===== src/rtl/config_loader_pkg.sv =====
// Shared definitions for the config-memory write path: widths, header layout,
// select encodings and FSM states, so the config memories and the loader agree on row layout.
package config_loader_pkg;

  localparam int unsigned NUM_NURNS          = 256;
  localparam int unsigned NUM_AXONS          = 256;
  localparam int unsigned DSIZE              = 16;
  localparam int unsigned NURN_CNT_BIT_WIDTH = 8;
  localparam int unsigned AXON_CNT_BIT_WIDTH = 8;
  localparam int unsigned STDP_WIN_BIT_WIDTH = 8;
  localparam int unsigned AER_BIT_WIDTH      = 32;

  function automatic int unsigned mem_width_a();
    return 2 * STDP_WIN_BIT_WIDTH + 2 * DSIZE + 1;
  endfunction

  function automatic int unsigned mem_width_b();
    return 2 + 2 * DSIZE + AER_BIT_WIDTH;
  endfunction

  // Number of AER words needed to carry a row of the given width.
  function automatic int unsigned words_for(input int unsigned width);
    return (width + AER_BIT_WIDTH - 1) / AER_BIT_WIDTH;
  endfunction

  localparam int unsigned MEM_WIDTH_A = mem_width_a();
  localparam int unsigned MEM_WIDTH_B = mem_width_b();
  localparam int unsigned N_A         = words_for(MEM_WIDTH_A);
  localparam int unsigned N_B         = words_for(MEM_WIDTH_B);
  localparam int unsigned ADDR_W      = NURN_CNT_BIT_WIDTH + AXON_CNT_BIT_WIDTH;
  localparam int unsigned CNT_W       = $clog2(N_B + 1);
  localparam int unsigned WRCNT_W     = 16;

  localparam int unsigned SEL_HI   = AER_BIT_WIDTH - 1;
  localparam int unsigned SEL_LO   = AER_BIT_WIDTH - 2;
  localparam int unsigned CBIT_POS = AER_BIT_WIDTH - 5;

  typedef enum logic [1:0] {
    SEL_A   = 2'b00,
    SEL_B   = 2'b01,
    SEL_C   = 2'b10,
    SEL_RSV = 2'b11
  } sel_e;

  typedef enum logic [1:0] {
    ST_IDLE    = 2'b00,
    ST_PAYLOAD = 2'b01,
    ST_WRITE   = 2'b10
  } state_e;

  typedef struct packed {
    sel_e              sel;
    logic              cbit;
    logic [ADDR_W-1:0] addr;
  } hdr_t;

endpackage


===== src/rtl/config_loader_if.sv =====
// Config word stream in, config memory A/B/C write strobes and status out.
interface config_loader_if;
  import config_loader_pkg::*;

  logic                          cfg_valid_i;
  logic [AER_BIT_WIDTH-1:0]      cfg_data_i;
  logic                          cfg_ready_o;
  logic                          wrEn_A_o;
  logic [NURN_CNT_BIT_WIDTH-1:0] wrAddr_A_o;
  logic [MEM_WIDTH_A-1:0]        wrData_A_o;
  logic                          wrEn_B_o;
  logic [NURN_CNT_BIT_WIDTH-1:0] wrAddr_B_o;
  logic [MEM_WIDTH_B-1:0]        wrData_B_o;
  logic                          wrEn_C_o;
  logic [ADDR_W-1:0]             wrAddr_C_o;
  logic                          wrData_C_o;
  logic                          busy_o;
  logic                          err_o;
  logic                          clr_err_i;
  logic [WRCNT_W-1:0]            wrCnt_o;

  modport master (
    input  cfg_valid_i, cfg_data_i, clr_err_i,
    output cfg_ready_o,
    output wrEn_A_o, wrAddr_A_o, wrData_A_o,
    output wrEn_B_o, wrAddr_B_o, wrData_B_o,
    output wrEn_C_o, wrAddr_C_o, wrData_C_o,
    output busy_o, err_o, wrCnt_o
  );

  modport slave (
    output cfg_valid_i, cfg_data_i, clr_err_i,
    input  cfg_ready_o,
    input  wrEn_A_o, wrAddr_A_o, wrData_A_o,
    input  wrEn_B_o, wrAddr_B_o, wrData_B_o,
    input  wrEn_C_o, wrAddr_C_o, wrData_C_o,
    input  busy_o, err_o, wrCnt_o
  );

endinterface


===== src/rtl/config_loader_asm.sv =====
// Payload assembly: holds the earlier payload words and counts accepted words;
// row_c is the row as it would be with the current input word appended last.
module config_loader_asm
  import config_loader_pkg::*;
(
  input  logic                     clk_i,
  input  logic                     rst_n_i,
  input  logic                     clr,
  input  logic                     shift,
  input  logic [AER_BIT_WIDTH-1:0] word,
  output logic [MEM_WIDTH_B-1:0]   row_c,
  output logic [CNT_W-1:0]         cnt
);

  localparam int unsigned HOLD_W = MEM_WIDTH_B - AER_BIT_WIDTH;

  logic [HOLD_W-1:0] hold;

  // Bits above the widest row fall off the top, so unused upper bits of word 0 vanish.
  assign row_c = {hold, word};

  always_ff @(posedge clk_i or negedge rst_n_i) begin
    if (!rst_n_i) begin
      hold <= '0;
      cnt  <= '0;
    end else if (clr) begin
      hold <= '0;
      cnt  <= '0;
    end else if (shift) begin
      hold <= row_c[HOLD_W-1:0];
      cnt  <= cnt + CNT_W'(1);
    end
  end

endmodule


===== src/rtl/config_loader.sv =====
// Parses header+payload packets from the config word stream and issues single-cycle
// write strobes to config memories A, B or C.
module config_loader
  import config_loader_pkg::*;
(
  input  logic            clk_i,
  input  logic            rst_n_i,
  config_loader_if.master bus
);

  state_e state, state_nx;
  hdr_t   hdr;

  logic                          ready_q, busy_q, err_q;
  logic                          accept;
  logic                          hdr_ab, hdr_c, hdr_rsv, pay_shift, pay_last;
  sel_e                          sel_q;
  logic [NURN_CNT_BIT_WIDTH-1:0] addr_q;
  logic [CNT_W-1:0]              cnt, last_idx;
  logic [MEM_WIDTH_B-1:0]        row_c;

  logic                          wr_en_a, wr_en_b, wr_en_c;
  logic [NURN_CNT_BIT_WIDTH-1:0] wr_addr_a, wr_addr_b;
  logic [MEM_WIDTH_A-1:0]        wr_data_a;
  logic [MEM_WIDTH_B-1:0]        wr_data_b;
  logic [ADDR_W-1:0]             wr_addr_c;
  logic                          wr_data_c;
  logic [WRCNT_W-1:0]            wr_cnt;

  assign hdr.sel  = sel_e'(bus.cfg_data_i[SEL_HI:SEL_LO]);
  assign hdr.cbit = bus.cfg_data_i[CBIT_POS];
  assign hdr.addr = bus.cfg_data_i[ADDR_W-1:0];

  assign accept   = bus.cfg_valid_i & ready_q;
  assign last_idx = (sel_q == SEL_A) ? CNT_W'(N_A - 1) : CNT_W'(N_B - 1);

  config_loader_asm u_asm (
    .clk_i   (clk_i),
    .rst_n_i (rst_n_i),
    .clr     (hdr_ab),
    .shift   (pay_shift),
    .word    (bus.cfg_data_i),
    .row_c   (row_c),
    .cnt     (cnt)
  );

  always_ff @(posedge clk_i or negedge rst_n_i) begin
    if (!rst_n_i) state <= ST_IDLE;
    else          state <= state_nx;
  end

  always_comb begin
    state_nx  = state;
    hdr_ab    = 1'b0;
    hdr_c     = 1'b0;
    hdr_rsv   = 1'b0;
    pay_shift = 1'b0;
    pay_last  = 1'b0;
    case (state)
      ST_IDLE: begin
        if (accept) begin
          case (hdr.sel)
            SEL_A, SEL_B: begin
              hdr_ab   = 1'b1;
              state_nx = ST_PAYLOAD;
            end
            SEL_C: begin
              hdr_c    = 1'b1;
              state_nx = ST_WRITE;
            end
            default: hdr_rsv = 1'b1;
          endcase
        end
      end
      ST_PAYLOAD: begin
        if (accept) begin
          pay_shift = 1'b1;
          if (cnt == last_idx) begin
            pay_last = 1'b1;
            state_nx = ST_WRITE;
          end
        end
      end
      ST_WRITE: state_nx = ST_IDLE;
      default:  state_nx = ST_IDLE;
    endcase
  end

  // Handshake/status registers track the state being entered so they line up with it.
  always_ff @(posedge clk_i or negedge rst_n_i) begin
    if (!rst_n_i) begin
      ready_q <= 1'b1;
      busy_q  <= 1'b0;
      err_q   <= 1'b0;
      sel_q   <= SEL_A;
      addr_q  <= '0;
    end else begin
      ready_q <= (state_nx != ST_WRITE);
      busy_q  <= (state_nx != ST_IDLE);
      if (hdr_rsv)            err_q <= 1'b1;
      else if (bus.clr_err_i) err_q <= 1'b0;
      if (hdr_ab) begin
        sel_q  <= hdr.sel;
        addr_q <= hdr.addr[ADDR_W-1:AXON_CNT_BIT_WIDTH];
      end
    end
  end

  // Write ports: strobes pulse for one cycle, address/data hold until the next write.
  always_ff @(posedge clk_i or negedge rst_n_i) begin
    if (!rst_n_i) begin
      wr_en_a   <= 1'b0;
      wr_en_b   <= 1'b0;
      wr_en_c   <= 1'b0;
      wr_addr_a <= '0;
      wr_addr_b <= '0;
      wr_data_a <= '0;
      wr_data_b <= '0;
      wr_addr_c <= '0;
      wr_data_c <= 1'b0;
      wr_cnt    <= '0;
    end else begin
      wr_en_a <= pay_last && (sel_q == SEL_A);
      wr_en_b <= pay_last && (sel_q == SEL_B);
      wr_en_c <= hdr_c;
      if (pay_last && (sel_q == SEL_A)) begin
        wr_addr_a <= addr_q;
        wr_data_a <= row_c[MEM_WIDTH_A-1:0];
      end
      if (pay_last && (sel_q == SEL_B)) begin
        wr_addr_b <= addr_q;
        wr_data_b <= row_c;
      end
      if (hdr_c) begin
        wr_addr_c <= hdr.addr;
        wr_data_c <= hdr.cbit;
      end
      if (pay_last || hdr_c) wr_cnt <= wr_cnt + WRCNT_W'(1);
    end
  end

  assign bus.cfg_ready_o = ready_q;
  assign bus.busy_o      = busy_q;
  assign bus.err_o       = err_q;
  assign bus.wrEn_A_o    = wr_en_a;
  assign bus.wrAddr_A_o  = wr_addr_a;
  assign bus.wrData_A_o  = wr_data_a;
  assign bus.wrEn_B_o    = wr_en_b;
  assign bus.wrAddr_B_o  = wr_addr_b;
  assign bus.wrData_B_o  = wr_data_b;
  assign bus.wrEn_C_o    = wr_en_c;
  assign bus.wrAddr_C_o  = wr_addr_c;
  assign bus.wrData_C_o  = wr_data_c;
  assign bus.wrCnt_o     = wr_cnt;

endmodule


===== src/flat_wrapper.sv =====
// flat-port wrapper written by rule: the top's interface ports become plain ports
module config_loader_flat import config_loader_pkg::*;
  (clk_i, rst_n_i, bus_cfg_valid_i, bus_cfg_data_i, bus_clr_err_i, bus_cfg_ready_o, bus_wrEn_A_o, bus_wrAddr_A_o, bus_wrData_A_o, bus_wrEn_B_o, bus_wrAddr_B_o, bus_wrData_B_o, bus_wrEn_C_o, bus_wrAddr_C_o, bus_wrData_C_o, bus_busy_o, bus_err_o, bus_wrCnt_o);
  config_loader_if bus_i ();
  input  logic clk_i;
  input  logic rst_n_i;
  input wire logic [$bits(bus_i.cfg_valid_i)-1:0] bus_cfg_valid_i;
  input wire logic [$bits(bus_i.cfg_data_i)-1:0] bus_cfg_data_i;
  input wire logic [$bits(bus_i.clr_err_i)-1:0] bus_clr_err_i;
  output wire logic [$bits(bus_i.cfg_ready_o)-1:0] bus_cfg_ready_o;
  output wire logic [$bits(bus_i.wrEn_A_o)-1:0] bus_wrEn_A_o;
  output wire logic [$bits(bus_i.wrAddr_A_o)-1:0] bus_wrAddr_A_o;
  output wire logic [$bits(bus_i.wrData_A_o)-1:0] bus_wrData_A_o;
  output wire logic [$bits(bus_i.wrEn_B_o)-1:0] bus_wrEn_B_o;
  output wire logic [$bits(bus_i.wrAddr_B_o)-1:0] bus_wrAddr_B_o;
  output wire logic [$bits(bus_i.wrData_B_o)-1:0] bus_wrData_B_o;
  output wire logic [$bits(bus_i.wrEn_C_o)-1:0] bus_wrEn_C_o;
  output wire logic [$bits(bus_i.wrAddr_C_o)-1:0] bus_wrAddr_C_o;
  output wire logic [$bits(bus_i.wrData_C_o)-1:0] bus_wrData_C_o;
  output wire logic [$bits(bus_i.busy_o)-1:0] bus_busy_o;
  output wire logic [$bits(bus_i.err_o)-1:0] bus_err_o;
  output wire logic [$bits(bus_i.wrCnt_o)-1:0] bus_wrCnt_o;
  assign bus_i.cfg_valid_i = bus_cfg_valid_i;
  assign bus_i.cfg_data_i = bus_cfg_data_i;
  assign bus_i.clr_err_i = bus_clr_err_i;
  assign bus_cfg_ready_o = bus_i.cfg_ready_o;
  assign bus_wrEn_A_o = bus_i.wrEn_A_o;
  assign bus_wrAddr_A_o = bus_i.wrAddr_A_o;
  assign bus_wrData_A_o = bus_i.wrData_A_o;
  assign bus_wrEn_B_o = bus_i.wrEn_B_o;
  assign bus_wrAddr_B_o = bus_i.wrAddr_B_o;
  assign bus_wrData_B_o = bus_i.wrData_B_o;
  assign bus_wrEn_C_o = bus_i.wrEn_C_o;
  assign bus_wrAddr_C_o = bus_i.wrAddr_C_o;
  assign bus_wrData_C_o = bus_i.wrData_C_o;
  assign bus_busy_o = bus_i.busy_o;
  assign bus_err_o = bus_i.err_o;
  assign bus_wrCnt_o = bus_i.wrCnt_o;
  config_loader u_core (.clk_i(clk_i), .rst_n_i(rst_n_i), .bus(bus_i));
endmodule

===== config.mk =====
export PLATFORM = sky130hd
export DESIGN_NAME = config_loader_flat
export DESIGN_NICKNAME = d
export VERILOG_FILES = /design/src/rtl/config_loader_pkg.sv /design/src/rtl/config_loader_if.sv /design/src/rtl/config_loader_asm.sv /design/src/rtl/config_loader.sv /design/src/flat_wrapper.sv
export SDC_FILE = /design/constraint.sdc
export NUM_CORES = 1
export LEC_CHECK = 0
export CORE_MARGIN = 1.5
export CORE_UTILIZATION = 40
export CTS_BUF_LIST = sky130_fd_sc_hd__clkbuf_4
export CTS_CLUSTER_SIZE = 28
export DETAILED_ROUTE_END_ITERATION = 8
export PLACE_DENSITY = 0.76
export SLEW_MARGIN = 20
export SYNTH_ARGS = -nofsm -noshare
export SYNTH_HDL_FRONTEND = slang
export SYNTH_SLANG_ARGS = --single-unit

===== constraint.sdc =====
create_clock -name clk_i -period 4.6 [get_ports clk_i]
set_clock_uncertainty 0.1 [all_clocks]
set_input_delay 0.69 -clock clk_i [delete_from_list [all_inputs] [get_ports clk_i]]
set_output_delay 0.69 -clock clk_i [all_outputs]
set_load 0.05 [all_outputs]

==> results of run 1 <==
[cell families (layout without fill, tap and decap cells)]
kind of cell / after synthesis / in the layout / synth area share [%]
DFF: 218 / 218 / 63.2
xor gates and xnor gates: 17 / 17 / 1.73
adders and majority gates: 1 / 1 / 0.145
buffers and inverters: 36 / 316 / 2.67
AOI/OAI and AO/OA: 39 / 39 / 2.57
muxes: 141 / 141 / 21.0
other: 0 / 1 / 0
and+or+nand+nor: 166 / 166 / 8.69
[metrics by stage]
stage          hold slack, ns  power [mW]
5_1_grt                0.0574        10.0
3_3_place_gp            0.358        7.85
2_1_floorplan           0.294        6.33
3_5_place_dp            0.362        7.93
4_1_cts                0.0175        9.64
6_report              -0.0140        9.52
[Yosys cell counts, types with 7 or more instances]
| cell type | number | area [µm²] |
|---|---|---|
| a21oi_1 | 34 | 170 |
| nand2_1 | 126 | 473 |
| buf_6 | 9 | 101 |
| mux2_2 | 73 | 822 |
| buf_2 | 13 | 65.1 |
| mux2_4 | 59 | 886 |
| nand3_1 | 8 | 40.0 |
| nand4_1 | 9 | 56.3 |
| nor2_1 | 7 | 26.3 |
| xnor2_1 | 13 | 114 |
| dfrtp_1 | 217 | 5430 |
| mux2_1 | 9 | 101 |
[power groups by stage]
stage                     logic (mW)  clock network (mW)  registers, mW
after floorplan                 1.21                   0           5.12
after global placement          4.69                   0           3.16
after detailed placement        4.75                   0           3.18
after CTS                       4.76                1.72           3.16
after global routing            4.94                1.83           3.26
final                           4.71                1.66           3.15
[path summary, 6_finish.rpt]
check	depth (start not counted)	to
worst max register to register	5	u_core.bus.wrData_B_o[42]
max in group asynchronous	2	u_core.bus.cfg_ready_o
min in group clk_i	2	u_core.bus.wrAddr_C_o[10]
worst min-delay path	1	u_core.bus.wrCnt_o[6]
worst min register to register	2	u_core.bus.wrAddr_C_o[10]
worst max-delay path	5	u_core.bus.wrData_B_o[42]
[critical path, stage by stage (launching register included)]
cell	delay (ns)
dfstp_2	0.53
nand2_1	0.15
nor3b_4	0.39
nand4b_4	0.78
buf_12	0.49
mux2_1	0.33
[layout by cell type, fill, tap and decap left out, types with 3 or more instances in the layout]
master             n
a21oi_1           34
and2_1             3
buf_4             10
clkbuf_4          85
clkdlybuf4s50_1  204
clkinv_1           8
dfrtp_1          217
inv_1              3
mux2_1             9
mux2_2            73
mux2_4            59
nand2_1          126
nand3_1            7
nand4_1            9
nor2_1             7
nor3_1             3
xnor2_1           13
xor2_1             4
[final cells by class]
type                            instances  area share [%]
Sequential cell                       218            46.8
Multi-Input combinational cell        364            25.5
Timing Repair Buffer                  216            18.5
Tap cell                              275            2.95
Clock inverter                         10           0.623
Clock buffer                           85            5.48
Inverter                                5           0.161
Antenna cell                            1          0.0215
[sequential cells by signal, summed over array words and instances (netlist names)]
name,count
u_core.addr_q,8
u_core.bus.wrCnt_o,16
u_core.bus.wrAddr_B_o,8
u_core.bus.cfg_ready_o,1
u_core.bus.busy_o,1
u_core.bus.err_o,1
u_core.bus.wrData_B_o,66
u_core.bus.wrEn_C_o,1
u_core.bus.wrData_C_o,1
u_core.u_asm.hold,34
u_core.sel_q,2
u_core.bus.wrAddr_A_o,8
u_core.bus.wrAddr_C_o,16
u_core.bus.wrEn_B_o,1
u_core.bus.wrEn_A_o,1
u_core.u_asm.cnt,2
u_core.bus.wrData_A_o,49
u_core.state,2
[per-layer routing]
layer / vias up / global-route usage (%)
met5: - / 0
met4: 0 / 6.91
met3: 27 / 5.09
met2: 166 / 28.3
met1: 2747 / 24.6
li1: 2614 / -
==> results.md, run 1 <==
- CTS tree: built
- Clock Tree Root: clkbuf_4
- Met3 WL: 1220 µm
- Storage cell area: 5460 µm²
- HPWL after detailed placement: 13100 µm
- Setup Crit Path Kind: flip-flop to flip-flop
- Sequential share of power: between 30% and 40%
- Logic gate share of total power: 49.5%
- Gr usage total: 18.3%
- Drt via density: 4.73
- Syn_area_per_cell: 14.0 µm²
- Post-DRT Antenna Nets: 0
- First-pass GRT wire length: about 32000 µm
- Initial antenna violation count: 1
- Routed WL per cell: 17.1 µm
- Reg2reg setup slack: 1.69 ns
- Final wirelength: 20100 µm
- # H-tree levels: 2
- # rows: 53
- CTS Hold Bufs: 0
- Net switching power: around 4.2 mW
- Setup bufs post-CTS: 0
- Outcome: complete, but fails checks
- Yosys reg bits: 218
- Ys Warns: 0
- Crit-path max FO: 40
- Clock share of power: 17.4%
- Core area: 21100 µm²
- Yosys cell types: 36
- Vias: approximately 5600
- Filler cells: between 1500 and 2000
- Max Cap Viol: 0
- DRC: 0
- Multi-input logic area: just under 3000 µm²
- Slew @ Worst Pin: 0.970 ns
- Dpl ws: around 1 ns
- Total global routing overflow: 0
- Layout cells sized above 1: between 20 and 30%
- Clock Path Buffers: 3
- Placed cell count: roughly 1100
- CP startpoint kind: flip-flop
- Final Slew Violations: 0
- Post-layout nets: 899
- Worst Path Arrival: 3.36 ns
- Post-Syn Nets: 655
- Final Hold Fails: 4
- RSZ-0062 raised after global routing: no
- Routability cong.: 0.760
- Gate Count Post-Synth: 618
- Launch point of the critical path: u_core.bus.cfg_ready_o
- P_int: 5.34 mW
- Num CTS Buffers: 57
- IO Pins: slightly above 200
- Dpl cell area: about 11000 µm²
- Setup Total Neg Slack: 0 ns
- Synthesized cell area: 8630 µm²
- Die width: 150 µm
- Hold slack: -0.0140 ns
- Worst R2R Start: u_core.bus.cfg_ready_o
- DRT iter0 DRCs: 165
- Design area: 11700 µm²
- Met2 wire len: around 9600 µm
- Sequential area share after synthesis: 63.2%
- Area Overhead vs Synth: 35.1%
- Die height: 150 µm
- Max Fclk: 344 MHz
- Slew HR: 35.3%
- DR top layer: met4
- Failing checks: hold timing
- DR pass1 iterations: 4
- PwrDens: 817 nW/µm²
- Crit end category: flip-flop
- M1 WL: approximately 9000 µm
- CP required: roughly 5.1 ns
- Peak supply drop: 0.407 mV
- Sw frac: a little over two fifths
- Layout Cells excl Fill: 1174
- Fin crit share: 63.2%
- Largest net degree at the start of global routing: about 130
- Worst-path clk slew: 0.06 ns
- Setup-failing EPs final: 0
- Top FF cell, synth: dfrtp_1
- EDFF count, synth: 0
- Final Util: 55.3%
- Vias in the first global route: 5832
- Initial Util: 40.9%
- Die area: 22500 µm²
- Minimum clock period: about 2.9 ns
- Leakage: 5.52 nW
- Post-CTS Resized: 0
- Slack of the critical path: 1.69 ns
- Synth async-reset ratio: 100%
- CTS Sinks: 218
- Clock Latency Late Sink: around 0.66 ns
- I/O Buffers: 205
- Hold Path Class: input port to asynchronous set/reset pin
(Power assumes the default switching activity.)
==> inputs of run 2 (changes only) <==
Clock period 4.6 ns to 2.9 ns, I/O delays scaled along.
==> run 2 against run 1 <==
Compared with the run above: the flow now finishes without violations; count of clock-buffer cells in the layout is 2 lower; hold slack better by 0.25 ns; via count is 2.1% higher; routed wire length is 1.3% lower; critical path depth is 4 lower; final cell count is 0.34% higher; combinational power is 59% higher; sequential share of layout area is 0.14 points lower; sequential power is 59% higher; setup slack worse by 1.3 ns; highest routed layer unchanged.
==> results.md, run 2 (synthesized netlist as in run 1, its figures left out) <==
- Peak supply drop: 0.758 mV (+86%)
- RSZ-0062 raised after global routing: no
- Setup-failing EPs final: 0 (unchanged)
- DRC: 0 (unchanged)
- Post-CTS Resized: 0 (unchanged)
- Num CTS Buffers: 56 (-1.8%)
- Largest register FFs: 66 (unchanged)
- Hold slack: 0.238 ns (+0.252 ns)
- Commonest cells after routing, fill and taps aside: 217 x dfrtp_1, 204 x clkdlybuf4s50_1, 126 x nand2_1
- Vias: 5669 (+2.1%)
- DR pass1 iterations: 4 (unchanged)
- Final Hold Fails: 0 (-4)
- PwrDens: 1280 nW/µm² (+57%)
- Final wirelength: 19900 µm (-1.3%)
- Top delay family on crit path: buffers and inverters
- Setup Total Neg Slack: 0 ns (unchanged)
- Minimum clock period: 2.53 ns
- Most common cell after layout, fill and taps aside: dfrtp_1
- Routability cong.: 0.759 (about the same)
- Die height: 150 µm (unchanged)
- CTS tree: built
- # rows: 53 (unchanged)
- # H-tree levels: 2 (unchanged)
- CTS Sinks: 218 (unchanged)
- Worst-path clk slew: 0.06 ns (about the same)
- Drt via density: 4.81 (+1.7%)
- Reg2Reg Depth: 5 (unchanged)
- Outcome: finished clean
- HPWL after detailed placement: 13000 µm (-1.1%)
- IO Pins: 206 (unchanged)
- Crit-path max cell delay: 0.80 ns (+0.02 ns)
- Initial antenna violation count: 1 (unchanged)
- I/O Buffers: 205 (unchanged)
- Max Fclk: 395 MHz
- Slew HR: 58.9% (+24 points)
- CP required: 2.37 ns (-2.68 ns)
- WP buf/inv: 1 (unchanged)
- Hold Path Class: input port to asynchronous set/reset pin
- Layout cells sized above 1: 26.7% (-0.23 points)
- Routed WL per cell: 16.9 µm (-1.6%)
- Largest net degree at the start of global routing: 77 (-39%)
- Storage cell area: 5460 µm² (unchanged)
- Area Overhead vs Synth: 35.5%
- Setup Crit Path Kind: flip-flop to primary output
- Post-layout nets: 900 (+0.11%)
- CP startpoint kind: flip-flop
- Worst R2R Start: u_core.bus.cfg_ready_o
- Die area: 22500 µm² (unchanged)
- Clock Path Buffers: 3 (unchanged)
- Slew @ Worst Pin: 0.612 ns (-0.358 ns)
- Max Cap Viol: 0 (unchanged)
- Filler cells: 1799 (+2.8%)
- Clock Latency Late Sink: 0.66 ns (about the same)
- Critical Path Slowest Stage Cell: clkdlybuf4s50_1
- Crit-path max FO: 3 (-93%)
- Die width: 150 µm (unchanged)
- Final Slew Violations: 0 (unchanged)
- Post-DRT Antenna Nets: 0 (unchanged)
- Worst Path Arrival: 1.99 ns (-1.37 ns)
- Initial Util: 40.9% (unchanged)
- Gr usage total: 18.2% (-0.18 points)
- Cell chain of the critical path: clkdlybuf4s50_1
- Leakage: 5.54 nW (+0.34%)
- Slack of the critical path: 0.370 ns (-1.32 ns)
- Clock Tree Root: clkbuf_4
- Total global routing overflow: 0 (unchanged)
- Fin crit share: 87.2%
- Core area: 21100 µm² (unchanged)
- Crit end category: primary output
- Reg2reg setup slack: 0.67 ns (-1.02 ns)
- DRT iter0 DRCs: 183 (+11%)
- Vias in the first global route: 5725 (-1.8%)
- Multi-input logic area: 2970 µm² (unchanged)
- Worst R2R End: u_core.bus.wrData_B_o[9]
- Dpl ws: 0.312 ns (-0.688 ns)
- First-pass GRT wire length: 31800 µm (-0.65%)
[run 2: cell types whose count changed in the layout (fill, tap and decap cells not counted)]
cell,before,now
dlygate4sd3_1,0,1
bufinv_16,1,0
clkinv_2,0,1
clkinv_1,8,12
inv_2,1,3
clkbuf_4,85,83
buf_12,1,5
buf_4,10,7
clkinv_4,1,0
clkinvlp_4,1,0
[run 2: how the worst max path moves through the flow]
stage,from,end,cells after the start
2_1_floorplan,u_core.bus.cfg_ready_o,u_core.bus.wrData_A_o[29],6
3_3_place_gp,bus_cfg_valid_i,u_core.bus.wrData_B_o[45],6
4_1_cts,u_core.bus.cfg_ready_o,bus_cfg_ready_o,1
3_5_place_dp,bus_cfg_valid_i,u_core.bus.wrData_B_o[45],6
5_1_grt,u_core.bus.cfg_ready_o,bus_cfg_ready_o,1
6_report,u_core.bus.cfg_ready_o,bus_cfg_ready_o,1
[run 2: routing by layer]
metal  up-vias  wire [µm]  GRT usage [%]
met5         -          0              0
met4         0        413           7.25
met3        40       1180           4.63
met2       168       9560           28.6
met1      2817       8720           23.9
li1       2644          -              -
[run 2: worst reg2reg max path, stage by stage (launching register included)]
cell	delay [ns]
dfstp_2	0.53
nand2_1	0.15
nor3b_4	0.44
nand4b_4	0.16
buf_12	0.22
mux2_4	0.49
[run 2: power by group]
group	total [mW]	leakage, nW	internal [mW]	switching, mW
Clock	2.48	0.412	1.30	1.19
Sequential	5.01	2.78	4.25	0.755
Combinational	7.49	2.35	2.82	4.67
[run 2: cell type report]
| type | count | share of cell area (%) |
|---|---|---|
| Sequential cell | 218 | 46.7 |
| Clock inverter | 14 | 0.460 |
| Multi-Input combinational cell | 364 | 25.4 |
| Inverter | 5 | 0.161 |
| Clock buffer | 83 | 5.33 |
| Antenna cell | 1 | 0.0214 |
| Tap cell | 275 | 2.94 |
| Timing Repair Buffer | 218 | 19.0 |
[run 2: timing repair]
item	4_1_cts	5_1_grt
buffers inserted	0	0
endpoints found under the hold margin	71	0
hold buffers	1	0
[run 2: per-stage QoR]
step                area (µm²)  util, %  power [mW]  std cells
finish                   11700     55.4        15.0       1178
detailed placement       11000     52.2        12.6       1079
global placement         11000     52.2        12.5       1079
floorplan                 8630        -        10.0        618
global route             11700     55.4        15.8       1178
CTS                      11700     55.4        15.2       1177
